[src/rtl/pass_controller.sv]
`default_nettype none
// ============================================================================
// Module  : pass_controller
// Brief   : Responder side of the scheduler pass handshake. Sequences the
//           load / preload / compute / store phases, with a per-phase watchdog
//           and a completed-pass counter.
// Revision: 1.0  initial release
// ============================================================================
module pass_controller #(
    parameter int TO_WIDTH       = 16,
    parameter int TIMEOUT_CYCLES = 4096,
    parameter int CNT_WIDTH      = 16
) (
    input  logic                 clk,
    input  logic                 reset,
    input  logic                 pass_start,
    output logic                 pass_ready,
    output logic                 pass_done,
    input  logic                 bias_sel,
    output logic                 filter_load_start,
    output logic                 ifmap_load_start,
    input  logic                 filter_load_done,
    input  logic                 ifmap_load_done,
    output logic                 bias_load_start,
    output logic                 psum_load_start,
    input  logic                 bias_load_done,
    input  logic                 psum_load_done,
    output logic                 compute_start,
    input  logic                 compute_done,
    output logic                 psum_store_start,
    input  logic                 psum_store_done,
    output logic [2:0]           phase,
    output logic                 error,
    output logic [2:0]           error_phase,
    output logic [CNT_WIDTH-1:0] pass_count
);

    typedef enum logic [2:0] {
        IDLE    = 3'd0,
        LOAD    = 3'd1,
        PRELOAD = 3'd2,
        COMPUTE = 3'd3,
        STORE   = 3'd4,
        DONE    = 3'd5,
        ERROR   = 3'd6
    } state_t;

    localparam bit                C_WD_EN   = (TIMEOUT_CYCLES != 0);
    localparam logic [TO_WIDTH-1:0] C_TO_LAST = TO_WIDTH'(TIMEOUT_CYCLES - 1);

    state_t              r_state;
    logic                r_bias_q;
    logic                r_f_seen;
    logic                r_i_seen;
    logic [TO_WIDTH-1:0] r_wdog;

    logic                w_done;
    logic                w_timeout;

    assign pass_ready = (r_state == IDLE);
    assign phase      = r_state;

    // Completing condition of the current waiting phase; a done pulse in the
    // same cycle as the last load flag still counts.
    always_comb begin
        w_done = 1'b0;
        case (r_state)
            LOAD:    w_done = (r_f_seen | filter_load_done) & (r_i_seen | ifmap_load_done);
            PRELOAD: w_done = r_bias_q ? bias_load_done : psum_load_done;
            COMPUTE: w_done = compute_done;
            STORE:   w_done = psum_store_done;
            default: w_done = 1'b0;
        endcase
    end

    assign w_timeout = C_WD_EN && (r_wdog == C_TO_LAST) && !w_done;

    always_ff @(posedge clk) begin
        if (reset) begin
            r_state           <= IDLE;
            r_bias_q          <= 1'b0;
            r_f_seen          <= 1'b0;
            r_i_seen          <= 1'b0;
            r_wdog            <= '0;
            pass_done         <= 1'b0;
            filter_load_start <= 1'b0;
            ifmap_load_start  <= 1'b0;
            bias_load_start   <= 1'b0;
            psum_load_start   <= 1'b0;
            compute_start     <= 1'b0;
            psum_store_start  <= 1'b0;
            error             <= 1'b0;
            error_phase       <= 3'd0;
            pass_count        <= '0;
        end else begin
            pass_done         <= 1'b0;
            filter_load_start <= 1'b0;
            ifmap_load_start  <= 1'b0;
            bias_load_start   <= 1'b0;
            psum_load_start   <= 1'b0;
            compute_start     <= 1'b0;
            psum_store_start  <= 1'b0;

            case (r_state)
                IDLE: begin
                    if (pass_start) begin
                        r_state           <= LOAD;
                        r_bias_q          <= bias_sel;
                        r_f_seen          <= 1'b0;
                        r_i_seen          <= 1'b0;
                        r_wdog            <= '0;
                        filter_load_start <= 1'b1;
                        ifmap_load_start  <= 1'b1;
                    end
                end
                LOAD, PRELOAD, COMPUTE, STORE: begin
                    if (w_timeout) begin
                        r_state     <= ERROR;
                        error       <= 1'b1;
                        error_phase <= r_state;
                    end else if (w_done) begin
                        r_wdog <= '0;
                        case (r_state)
                            LOAD: begin
                                r_state         <= PRELOAD;
                                bias_load_start <= r_bias_q;
                                psum_load_start <= ~r_bias_q;
                            end
                            PRELOAD: begin
                                r_state       <= COMPUTE;
                                compute_start <= 1'b1;
                            end
                            COMPUTE: begin
                                r_state          <= STORE;
                                psum_store_start <= 1'b1;
                            end
                            default: begin
                                r_state   <= DONE;
                                pass_done <= 1'b1;
                            end
                        endcase
                    end else begin
                        r_wdog <= r_wdog + 1'b1;
                        if (r_state == LOAD) begin
                            r_f_seen <= r_f_seen | filter_load_done;
                            r_i_seen <= r_i_seen | ifmap_load_done;
                        end
                    end
                end
                DONE: begin
                    r_state    <= IDLE;
                    pass_count <= pass_count + 1'b1;
                end
                default: begin
                    // ERROR is terminal until reset
                    r_state <= ERROR;
                end
            endcase
        end
    end

endmodule
`default_nettype wire
[config.mk]
export PLATFORM = sky130hd
export DESIGN_NAME = pass_controller
export DESIGN_NICKNAME = d
export VERILOG_FILES = /design/src/rtl/pass_controller.sv
export SDC_FILE = /design/constraint.sdc
export NUM_CORES = 1
export LEC_CHECK = 0
export BUFFER_PORTS_ARGS = -buffer_cell sky130_fd_sc_hd__buf_2
export CORE_UTILIZATION = 25
export DETAILED_ROUTE_END_ITERATION = 8
export PLACE_DENSITY = 0.52
export REMOVE_ABC_BUFFERS = 1
export SLEW_MARGIN = 20
export SYNTH_ARGS = -nofsm -noshare
export SYNTH_HDL_FRONTEND = slang
export SYNTH_SLANG_ARGS = --single-unit
[constraint.sdc]
create_clock -name clk -period 6.45 [get_ports clk]
set_clock_uncertainty 0.05 [all_clocks]
set_input_delay 0.3225 -clock clk [delete_from_list [all_inputs] [get_ports clk]]
set_output_delay 0.3225 -clock clk [all_outputs]
set_load 0.01 [all_outputs]
==> metrics.csv <==
stage,metric,value,unit
synthesis,synth_common_cells,"48 x dfxtp_1, 27 x nor2_1, 23 x a21oi_1",
synthesis,synth-seq-cells,48,
synthesis,yosysMostFrequentCell,dfxtp_1,
clock_network,root_buffer,clkbuf_8,
grt,antenna_found_initial,0,
clock_network,ctsHoldBuffers,0,
synthesis,synth.area.top_cells,"dfxtp_1 41%, a21oi_1 4.9%, nor2_1 4.3%",
sta,max_freq,374,MHz
grt,grt_pass1_wl,9470,um
power_and_ir_drop,power.density,305,nW/um^2
die,initial_core_util,25.6,%
synthesis,synth.avg_cell_area,8.50,um^2
final_layout,area_growth,16.6,%
final_layout,fill_cells,994,
power_and_ir_drop,power.leakage,1.01,nW
synthesis,async_flop_share,0,%
die,placementRows,35,
clock_network,cts_sinks,48,
placement,io_buffer_count,40,
clock_network,post-cts-setup-buffers,0,
die,die_area,9810,um^2
detailed_routing,wirelength,5690,um
sta,tightest_slew,0.747,ns
clock_network,postCtsResizedCells,0,
die,fp.dieH,99.1,um
sta,setup_viol_count_final,0,
synthesis,synth.distinct_cells,56,
detailed_routing,first_iter_violations,97,
synthesis,synth_seq_area_share,40.8,%
detailed_routing,avgRoutedWirePerCell,13.5,um
detailed_routing,drc,0,
hold_path,hold_class,input port to flop,
final_layout,final_nets,323,
clock_network,clock_latency,0.31,ns
status,outcome,"complete, no violations",
hold_path,hold_depth,3,
sta,timing.final.crit_share,41.5,%
sta,finalSetupTns,0,ns
clock_network,htree_levels,2,
grt,grt_use_total,11.9,%
worst_setup_path,critPathLaunchType,flop,
clock_network,clkTransAtPathRegs,0.10,ns
power_and_ir_drop,comb_power_share,28.6,%
detailed_routing,drtPass1Iterations,4,
synthesis,synth_top_area_share,40.8,%
sta,finalHoldViolations,0,
synthesis,netlist_area,2350,um^2
placement,gp_routability_congestion,0.770,
worst_setup_path,worst_setup_path_end_kind,flop,
synthesis,yosys.area.top_type,dfxtp_1,
placement,place_ws,3.79,ns
sta,relSlewSlack,50.2,%
clock_network,clock_path_buffers,2,
die,io_pins,41,
synthesis,synth-edff-count,0,
grt,grt_start_max_net_pins,32,
power_and_ir_drop,p_sw,0.317,mW
power_and_ir_drop,ir_drop,0.121,mV
worst_setup_path,rr_worst_depth,5,
worst_setup_path,cp_max_fo,21,
detailed_routing,via_count,2150,
synthesis,yosys_warnings,0,
power_and_ir_drop,clockPowerShare,27.3,%
die,core,9200,um^2
die,fp.dieW,99.1,um
worst_setup_path,crit_required,6.63,ns
power_and_ir_drop,seqPwrFrac,44.1,%
worst_setup_path,crit_type,flop to flop,
clock_network,cts_buffers,5,
sta,grt_setup_unrepaired,false,
sta,fin_ws,3.78,ns
final_layout,layout-drive-gt1-share,17.3,%
grt,overflow,0,
grt,grt_pass1_vias,1953,
sta,min_period,2.67,ns
synthesis,ys.flop_type,dfxtp_1,
power_and_ir_drop,switching_share,37.8,%
run,drv_cap,0,
placement,dp_hpwl,4070,um
worst_setup_path,arrival,2.85,ns
detailed_routing,antenna_left,0,
sta,drv_slew,0,
detailed_routing,viasPerCell,5.08,
clock_network,cts_tree,done,
final_layout,antenna_cells,0,
power_and_ir_drop,p_int,0.521,mW
synthesis,syn-instance-count,277,
power_and_ir_drop,power.total,0.839,mW
## worst max-delay path: stages (launching register included)
cell and delay, ns:
dfxtp_1 0.74, and4b_1 0.28, a31o_2 0.27, a21oi_1 0.60, or4b_1 0.49, a21oi_1 0.16
## area by class of cell
| cell class | instances | area [um^2] | share of cell area (%) |
|---|---|---|---|
| Clock buffer | 5 | 68.8 | 2.51 |
| Inverter | 8 | 30.0 | 1.09 |
| Timing Repair Buffer | 41 | 211 | 7.70 |
| Sequential cell | 48 | 961 | 35.0 |
| Clock inverter | 3 | 47.5 | 1.73 |
| Multi-Input combinational cell | 207 | 1290 | 46.9 |
| Tap cell | 111 | 139 | 5.06 |
## sequential cells by signal (all words and copies together), names as in the netlist, 3 cells and up
name,flops
pass_count,16
r_wdog,16
error_phase,3
phase,3
## cell usage in the layout, fill, tap and decap left out, types with 3 or more instances in the layout
cell type	instances
dfxtp_1	48
buf_2	40
nor2_1	27
a21oi_1	23
nand2_1	22
nand3_1	13
nand4_1	11
xor2_1	9
o21ai_1	9
inv_1	8
o31ai_1	8
nor3_1	7
and3_1	7
xnor2_1	7
nor4_1	7
or4_1	5
clkbuf_8	5
nand3b_1	3
o22ai_1	3
or3_1	3
a211oi_1	3
## cell families after synthesis
| family | after synthesis | synth area share, % |
|---|---|---|
| AOI/OAI and AO/OA | 68 | 19.8 |
| and+or+nand+nor | 119 | 27.0 |
| DFF | 48 | 40.8 |
| xor gates and xnor gates | 16 | 5.95 |
| muxes | 2 | 0.850 |
| adders and majority gates | 2 | 1.06 |
| buffers and inverters | 22 | 4.52 |
## routing by layer
metal / GRT usage (%) / vias up / routed length (um)
met3: 2.41 / 6 / 164
met1: 16.6 / 1020 / 2990
met4: 3.39 / 0 / 59
li1: - / 1089 / -
met2: 18.5 / 35 / 2480
met5: 0 / - / 0
## path summary, 6_finish.rpt
kind             from          to  slack (ns)
min reg2reg  r_i_seen    r_i_seen        0.40
max reg2reg  phase[2]  r_wdog[11]        3.78
max          phase[2]  r_wdog[11]        3.78
min          bias_sel    r_bias_q        0.21
## stage by stage
stage | cell area (um^2) | utilization, % | hold WS [ns] | std cells
after floorplan | 2280 | - | 0.335 | 263
after global placement | 2620 | 28.5 | 0.383 | 414
after detailed placement | 2630 | 28.6 | 0.391 | 415
after CTS | 2750 | 29.9 | 0.203 | 423
after global routing | 2750 | 29.9 | 0.219 | 423
final | 2750 | 29.9 | 0.207 | 423
## power by group through the flow
stage	logic [mW]	clock network, mW	registers (mW)
after floorplan	0.161	0	0.371
after CTS	0.240	0.233	0.369
after detailed placement	0.240	0	0.376
final	0.240	0.229	0.370
after global routing	0.268	0.242	0.377
after global placement	0.239	0	0.374
No activity file was read; power rests on OpenSTA's default activity.
